## src/rtl/divider_seq.sv

```systemverilog
// Sequential restoring divider with valid/ready handshakes on both sides.
// Produces quotient and remainder, unsigned or signed (C truncation), STEP bits per cycle.
module divider_seq #(
    parameter int unsigned DW   = 16,
    parameter int unsigned VW   = 8,
    parameter int unsigned STEP = 1
) (
    input  logic          clk,
    input  logic          rst_n,
    input  logic          in_valid,
    output logic          in_ready,
    input  logic [DW-1:0] dividend,
    input  logic [VW-1:0] divisor,
    input  logic          signed_mode,
    output logic          out_valid,
    input  logic          out_ready,
    output logic [DW-1:0] quotient,
    output logic [VW-1:0] remainder,
    output logic          div_by_zero
);

    typedef enum logic [1:0] {IDLE, CALC, DONE} state_t;

    localparam int unsigned NCYC = DW / STEP;
    localparam int unsigned CW   = (NCYC > 1) ? $clog2(NCYC) : 1;

    state_t        state;
    logic [DW-1:0] a_q;
    logic [VW-1:0] b_q;
    logic [VW:0]   rem_q;
    logic [CW-1:0] cnt;
    logic          sign_a;
    logic          sign_b;
    logic          dz_q;

    logic [DW-1:0] a_abs;
    logic [VW-1:0] b_abs;
    logic [DW-1:0] a_n;
    logic [VW:0]   rem_n;

    always_comb begin
        a_abs = (signed_mode && dividend[DW-1]) ? -dividend : dividend;
        b_abs = (signed_mode && divisor[VW-1])  ? -divisor  : divisor;
    end

    // a_q doubles as the quotient shift register: dividend bits leave at the MSB
    // while quotient bits enter at the LSB.
    always_comb begin
        rem_n = rem_q;
        a_n   = a_q;
        for (int unsigned i = 0; i < STEP; i++) begin
            rem_n = {rem_n[VW-1:0], a_n[DW-1]};
            a_n   = {a_n[DW-2:0], 1'b0};
            if (rem_n >= {1'b0, b_q}) begin
                rem_n  = rem_n - {1'b0, b_q};
                a_n[0] = 1'b1;
            end
        end
    end

    always_ff @(posedge clk or negedge rst_n) begin
        if (!rst_n) begin
            state       <= IDLE;
            in_ready    <= 1'b1;
            out_valid   <= 1'b0;
            quotient    <= '0;
            remainder   <= '0;
            div_by_zero <= 1'b0;
            a_q         <= '0;
            b_q         <= '0;
            rem_q       <= '0;
            cnt         <= '0;
            sign_a      <= 1'b0;
            sign_b      <= 1'b0;
            dz_q        <= 1'b0;
        end else begin
            case (state)
                IDLE: begin
                    if (in_valid) begin
                        // Zero divisor passes through CALC for one cycle so its result
                        // appears one cycle after the accept edge.
                        state    <= CALC;
                        in_ready <= 1'b0;
                        dz_q     <= (divisor == '0);
                        a_q      <= a_abs;
                        b_q      <= b_abs;
                        rem_q    <= '0;
                        cnt      <= '0;
                        sign_a   <= signed_mode & dividend[DW-1];
                        sign_b   <= signed_mode & divisor[VW-1];
                    end
                end
                CALC: begin
                    if (dz_q) begin
                        quotient    <= '1;
                        remainder   <= '0;
                        div_by_zero <= 1'b1;
                        out_valid   <= 1'b1;
                        state       <= DONE;
                    end else begin
                        a_q   <= a_n;
                        rem_q <= rem_n;
                        cnt   <= cnt + 1'b1;
                        if (cnt == CW'(NCYC - 1)) begin
                            quotient    <= (sign_a ^ sign_b) ? -a_n : a_n;
                            remainder   <= sign_a ? -rem_n[VW-1:0] : rem_n[VW-1:0];
                            div_by_zero <= 1'b0;
                            out_valid   <= 1'b1;
                            state       <= DONE;
                        end
                    end
                end
                DONE: begin
                    if (out_ready) begin
                        out_valid <= 1'b0;
                        in_ready  <= 1'b1;
                        state     <= IDLE;
                    end
                end
                default: begin
                    state     <= IDLE;
                    in_ready  <= 1'b1;
                    out_valid <= 1'b0;
                end
            endcase
        end
    end

endmodule

```

## config.mk

```make
export PLATFORM = sky130hd
export DESIGN_NAME = divider_seq
export DESIGN_NICKNAME = d
export VERILOG_FILES = /design/src/rtl/divider_seq.sv
export SDC_FILE = /design/constraint.sdc
export NUM_CORES = 1
export LEC_CHECK = 0
export CAP_MARGIN = 40
export CORE_MARGIN = 5
export CORE_UTILIZATION = 50
export CTS_BUF_LIST = sky130_fd_sc_hd__clkbuf_4 sky130_fd_sc_hd__clkbuf_8
export DETAILED_ROUTE_END_ITERATION = 12
export DONT_BUFFER_PORTS = 1
export GPL_TIMING_DRIVEN = 0
export PLACE_DENSITY = 0.77
export SLEW_MARGIN = 20
export SYNTH_ARGS = -nofsm -noshare
export SYNTH_HDL_FRONTEND = slang
export SYNTH_SLANG_ARGS = --single-unit
```

## constraint.sdc

```tcl
create_clock -name clk -period 3.3 [get_ports clk]
set_input_delay 0.33 -clock clk [delete_from_list [all_inputs] [get_ports clk]]
set_output_delay 0.33 -clock clk [all_outputs]
set_load 0.005 [all_outputs]
```

==> flow_metrics.env, run 1 <==
export IMPL_status="finished, final reports clean"
export IMPL_synth_edf_count=0
export IMPL_slew_headroom_pct=64.4
export IMPL_min_from="out_ready"
export IMPL_setup_viol_count_final=0
export IMPL_clkTransAtPathRegs_ns=0.08
export IMPL_numPortBuffers=0
export IMPL_startpoint_type="flop"
export IMPL_grt_max_degree=69
export IMPL_drc_errors=0
export IMPL_min_period_over_period_pct=95.3
export IMPL_gp_congestion=0.917
export IMPL_drv_cap=0
export IMPL_synth_seq_cells=68
export IMPL_ys_seq_area_share_pct=40.0
export IMPL_maxSlewViolCount=0
export IMPL_ant_nets=0
export IMPL_yosysWarnings=0
export IMPL_drive_gt1_share_pct=8.64
export IMPL_hold_worst_slack_ns=0.0710
export IMPL_detail_route_wl_per_cell_um=16.4
export IMPL_die_area_um2=10500
export IMPL_track_usage_pct=20.6
export IMPL_clock_sinks=68
export IMPL_grt_overflow=0
export IMPL_synthArstFlopShare_pct=100
export IMPL_crit_path_end_kind="flop"
export IMPL_dpl_worst_slack_ns=-0.289
export IMPL_drt_iter0_markers=217
export IMPL_grt_pass1_vias=3568
export IMPL_netlist_area_um2=4260
export IMPL_hold_path_class="input pin to flop"
export IMPL_crit_start="rem_q[1]"
export IMPL_netlist_top_cells_area="dfrtp_1 39%, o21ai_0 6.9%, a21oi_1 5.5%"
export IMPL_fin_crit_ns=3.15
export IMPL_crit_type="flop to flop"
export IMPL_antennaDiodeCount=0
export IMPL_synth_cell_types=53
export IMPL_max_freq_ghz=0.318
export IMPL_syn_inst=500
export IMPL_synth_avg_cell_area_um2=8.52
export IMPL_yosysTopAreaCell="dfrtp_1"
export IMPL_clock_path_buffers=2
export IMPL_rsz0062_at_grt="false"
export IMPL_core_area_um2=8260
export IMPL_antenna_found_initial=0
export IMPL_synth_top_area_share_pct=39.4
export IMPL_drt_wl_total_um=10200
export IMPL_p_leak_nw=1.96
export IMPL_cellPowerDensity_nw_per_um2=1250
export IMPL_hold_viol=0
export IMPL_utilization_pct=57.4
export IMPL_htree_num_levels=3
export IMPL_finalPower_mw=5.94
export IMPL_tritoncts="built"
export IMPL_synth_nets=543
export IMPL_initial_core_util_pct=51.6
export IMPL_cts_root_buffer="clkbuf_8"
export IMPL_ir_worst_vdd_v=0.000411
export IMPL_cts_made_buffers=9
export IMPL_tns_ns=0
export IMPL_firstDrtPassIters=5
export IMPL_vias_per_cell=5.85
export IMPL_worstMarginPinSlew_ns=0.532
export IMPL_worstPathRequired_ns=3.54
export IMPL_area_growth_pct=11.3
export IMPL_cp_max_fo=11
export IMPL_dp_hpwl_um=7600
export IMPL_finClkSkew_ns=0.00903
export IMPL_cp_arrival_ns=3.39
export IMPL_timing_final_ws_setup_ns=0.153
export IMPL_num_vias=3660
export IMPL_layout_nets=559
export IMPL_ios=56
export IMPL_ys_flop_type="dfrtp_1"
export IMPL_fp_dieH_um=102
export IMPL_die_width_um=102
export IMPL_rows=33
export IMPL_worstSkewPairLatency_ns=0.35
export IMPL_rr_startpoint="rem_q[1]"
export IMPL_grt_pass1_wl_um=17000
==> cell type report <==
| cell class | count | area, um2 |
|---|---|---|
| Buffer | 25 | 153 |
| Clock buffer | 11 | 151 |
| Clock inverter | 5 | 83.8 |
| Fill cell | 726 | 3520 |
| Inverter | 21 | 78.8 |
| Multi-Input combinational cell | 385 | 2370 |
| Sequential cell | 68 | 1700 |
| Tap cell | 105 | 131 |
| Timing Repair Buffer | 6 | 67.6 |
==> critical path: stages (launching register included) <==
cell and delay [ns]:
dfrtp_1 0.43, ha_1 0.30, buf_6 0.14, a21oi_1 0.12, o21ai_1 0.13, a211oi_2 0.34
buf_6 0.21, mux2i_4 0.28, ha_4 0.17, nand2_1 0.05, or3_4 0.35, a31oi_4 0.16
o21ai_1 0.09, a32o_1 0.27
==> cell usage in the layout (no fill, tap or decap), drive strengths merged, types with 7 or more instances in the layout <==
master and instances:
clkbuf 27, or3 9, nand2 56, nor2 55, xor2 23, o21ai 61, inv 21, ha 13
o31ai 7, xnor2 18, nor3 10, nor2b 7, buf 13, mux2i 7, a21oi 48, nand3 9
dfrtp 67, nand2b 7, a22o 9
==> per-stage QoR <==
stage	instances	instance area, um2
final	626	4740
after global routing	626	4740
after CTS	625	4710
after detailed placement	605	4390
after global placement	605	4390
after floorplan	500	4260
==> flip-flops by register name, summed over array words and instances (netlist names) <==
name / count
out_valid: 1
quotient: 16
sign_a: 1
state: 2
a_q: 16
b_q: 8
rem_q: 8
in_ready: 1
remainder: 8
dz_q: 1
sign_b: 1
div_by_zero: 1
cnt: 4
==> kinds of logic (layout without fill, tap and decap cells) <==
kind of cell    count (synthesis)  count (layout)  synth area share, %
mux                             7               7                 1.65
simple gates                  173             173                 19.0
xor+xnor                       41              41                 8.43
compound gates                150             150                 21.2
flops                          68              68                 40.0
buf+inv                        47              68                 5.47
fa+ha+maj                      14              14                 4.29
==> timing repair <==
item | in CTS | in global routing
gates cloned | 0 | 0
hold buffers | 2 | 0
endpoints found under the hold margin | 68 | 0
pin swaps | 1 | 2
resized for setup | 7 | 5
setup endpoints to repair | 2 | 2
buffers inserted | 2 | 2
==> report_power, final <==
| part | switching (mW) | internal, mW | leakage (nW) |
|---|---|---|---|
| logic | 2.02 | 1.46 | 1.00 |
| registers | 0.413 | 1.25 | 0.845 |
| clock network | 0.334 | 0.468 | 0.112 |
==> metal layers <==
layer	GRT usage, %	wire length [um]
met1	28.3	4450
met2	32.0	4810
met3	4.98	849
met4	6.96	133
met5	0	0
==> Yosys cell counts (all sizes together) (9+ instances only) <==
cell	n
buf	9
a22o	9
xor2	23
nand2	56
inv	21
dfrtp	67
nor3	10
xnor2	18
clkbuf	16
a21oi	48
nor2	55
ha	13
o21ai	61
or3	9
nand3	9
==> final timing paths <==
check / slack, ns / depth (start not counted) / end
worst min register to register: 0.49 / 2 / b_q[5]
worst min-delay path: 0.07 / 1 / state[1]
worst max-delay path: 0.15 / 13 / remainder[6]
worst max register to register: 0.15 / 13 / remainder[6]
min in group asynchronous: 0.54 / 2 / cnt[2]
max in group asynchronous: 2.48 / 2 / in_ready
(Power assumes the default switching activity.)
==> run 2: changes to the inputs <==
--- a/config.mk
+++ b/config.mk
@@ -6,7 +6,7 @@
 export NUM_CORES = 1
 export LEC_CHECK = 0
 export CAP_MARGIN = 40
-export CORE_MARGIN = 5
+export CORE_MARGIN = 2
 export CORE_UTILIZATION = 50
 export CTS_BUF_LIST = sky130_fd_sc_hd__clkbuf_4 sky130_fd_sc_hd__clkbuf_8
 export DETAILED_ROUTE_END_ITERATION = 12
==> constraint.sdc (replaced) <==
create_clock -name clk -period 3.3 [get_ports clk]
set_input_delay 0.33 -clock clk [delete_from_list [all_inputs] [get_ports clk]]
set_output_delay 0.33 -clock clk [all_outputs]
set_load 0.05 [all_outputs]
==> flow_metrics.env, run 2 (synthesized netlist as in run 1, its figures left out) <==
export IMPL_status="finished, final reports clean"
export IMPL_rsz0062_at_grt="false"
export IMPL_area_growth_pct=12.3
export IMPL_cp_max_fo=9
export IMPL_die_area_um2=9270
export IMPL_clock_sinks=68
export IMPL_min_from="out_ready"
export IMPL_ant_nets=0
export IMPL_gp_congestion=0.857
export IMPL_slew_headroom_pct=63.5
export IMPL_fin_crit_ns=3.09
export IMPL_clock_path_buffers=2
export IMPL_crit_path_end_kind="flop"
export IMPL_track_usage_pct=24.1
export IMPL_num_vias=3633
export IMPL_ios=56
export IMPL_drt_iter0_markers=169
export IMPL_htree_num_levels=3
export IMPL_grt_pass1_vias=3574
export IMPL_antennaDiodeCount=0
export IMPL_finClkSkew_ns=0.0129
export IMPL_drive_gt1_share_pct=9.89
export IMPL_tns_ns=0
export IMPL_grt_overflow=0
export IMPL_grt_max_degree=69
export IMPL_startpoint_type="flop"
export IMPL_cts_root_buffer="clkbuf_8"
export IMPL_setup_viol_count_final=0
export IMPL_fp_dieH_um=96.3
export IMPL_rr_startpoint="rem_q[1]"
export IMPL_worstSkewPairLatency_ns=0.35
export IMPL_drc_errors=0
export IMPL_drv_cap=0
export IMPL_vias_per_cell=5.76
export IMPL_worstPathRequired_ns=3.54
export IMPL_detail_route_wl_per_cell_um=16.1
export IMPL_crit_start="rem_q[1]"
export IMPL_dp_hpwl_um=7440
export IMPL_final_common_cell="dfrtp_1"
export IMPL_rrSetupSlack_ns=0.21
export IMPL_die_width_um=96.3
export IMPL_drt_wl_total_um=10200
export IMPL_initial_core_util_pct=51.8
export IMPL_hold_viol=0
export IMPL_core_area_um2=8220
export IMPL_layout_nets=564
export IMPL_grt_pass1_wl_um=17100
export IMPL_hold_path_class="input pin to flop"
export IMPL_tritoncts="built"
export IMPL_max_freq_ghz=0.324
export IMPL_reg_top3="a_q: 16 flops, quotient: 16 flops"
export IMPL_clkTransAtPathRegs_ns=0.08
export IMPL_min_period_over_period_pct=93.6
export IMPL_crit_type="flop to flop"
export IMPL_rows=33
export IMPL_cp_arrival_ns=3.33
export IMPL_firstDrtPassIters=5
export IMPL_final_cell_mix="66 x dfrtp_1, 59 x o21ai_0, 56 x nand2_1"
export IMPL_numPortBuffers=0
export IMPL_maxSlewViolCount=0
export IMPL_antenna_found_initial=0
export IMPL_worstMarginPinSlew_ns=0.545
export IMPL_cts_made_buffers=9
==> run 2: cell types whose count changed in the layout (fill, tap and decap cells not counted), sizes merged <==
cell      previous run  this run
clkbuf              27        26
buf                 13        18
bufinv               2         3
clkinvlp             2         1
clkinv               1         2
==> run 2: final timing paths <==
| path | endpoint | cells after the start |
|---|---|---|
| setup / recovery | remainder[6] | 13 |
| hold / removal | state[1] | 1 |
| setup reg to reg | remainder[6] | 13 |
| hold reg to reg | b_q[1] | 2 |
| max in group asynchronous | in_ready | 2 |
| min in group asynchronous | b_q[4] | 2 |
==> run 2: area by class of cell <==
cell class | instances | area (um2)
Buffer | 25 | 153
Clock buffer | 10 | 138
Clock inverter | 6 | 111
Fill cell | 683 | 3430
Inverter | 21 | 78.8
Multi-Input combinational cell | 385 | 2360
Sequential cell | 68 | 1700
Tap cell | 105 | 131
Timing Repair Buffer | 11 | 105
==> run 2: repair_timing <==
item | CTS | global route
pin swaps | 2 | 2
endpoints found under the hold margin | 68 | 0
cloned | 0 | 0
hold buffers | 2 | 0
setup endpoints to repair | 2 | 2
resized for setup | 8 | 4
buffers inserted | 4 | 5
==> run 2: stage by stage <==
| step | util, % | cells | instance area (um2) | hold slack (ns) | setup WS [ns] |
|---|---|---|---|---|---|
| after detailed placement | 53.4 | 605 | 4390 | 0.0367 | -0.297 |
| after global placement | 53.4 | 605 | 4390 | 0.0365 | -0.275 |
| after global routing | 58.2 | 631 | 4780 | 0.0488 | 0.0267 |
| final | 58.2 | 631 | 4780 | 0.0548 | 0.212 |
| after floorplan | - | 500 | 4260 | 0.0344 | 0.135 |
| after CTS | 57.6 | 627 | 4730 | 0.0425 | 0.0140 |
==> run 2: layer usage <==
layer / routed length, um / track usage [%] / up-vias / part of all wire [%]
li1: - / - / 1781 / -
met1: 4560 / 33.0 / 1701 / 45
met5: 0 / 0 / - / 0
met4: 197 / 10.0 / 0 / 1.9
met3: 714 / 6.11 / 17 / 7.0
met2: 4700 / 36.3 / 134 / 46
==> run 2: critical path, stage by stage, from the launching register on <==
cell and delay, ns:
dfrtp_1 0.41, ha_1 0.29, buf_6 0.14, a21oi_1 0.14, o21ai_1 0.11, a211oi_2 0.31
buf_6 0.19, mux2i_4 0.24, ha_2 0.21, nand2_1 0.05, or3_4 0.35, a31oi_4 0.15
o21ai_0 0.11, a32o_1 0.27
Power of run 2 is left out: the tool's default activity adds up to more than one toggle a clock period on the data nets, which glitch-free logic cannot reach.
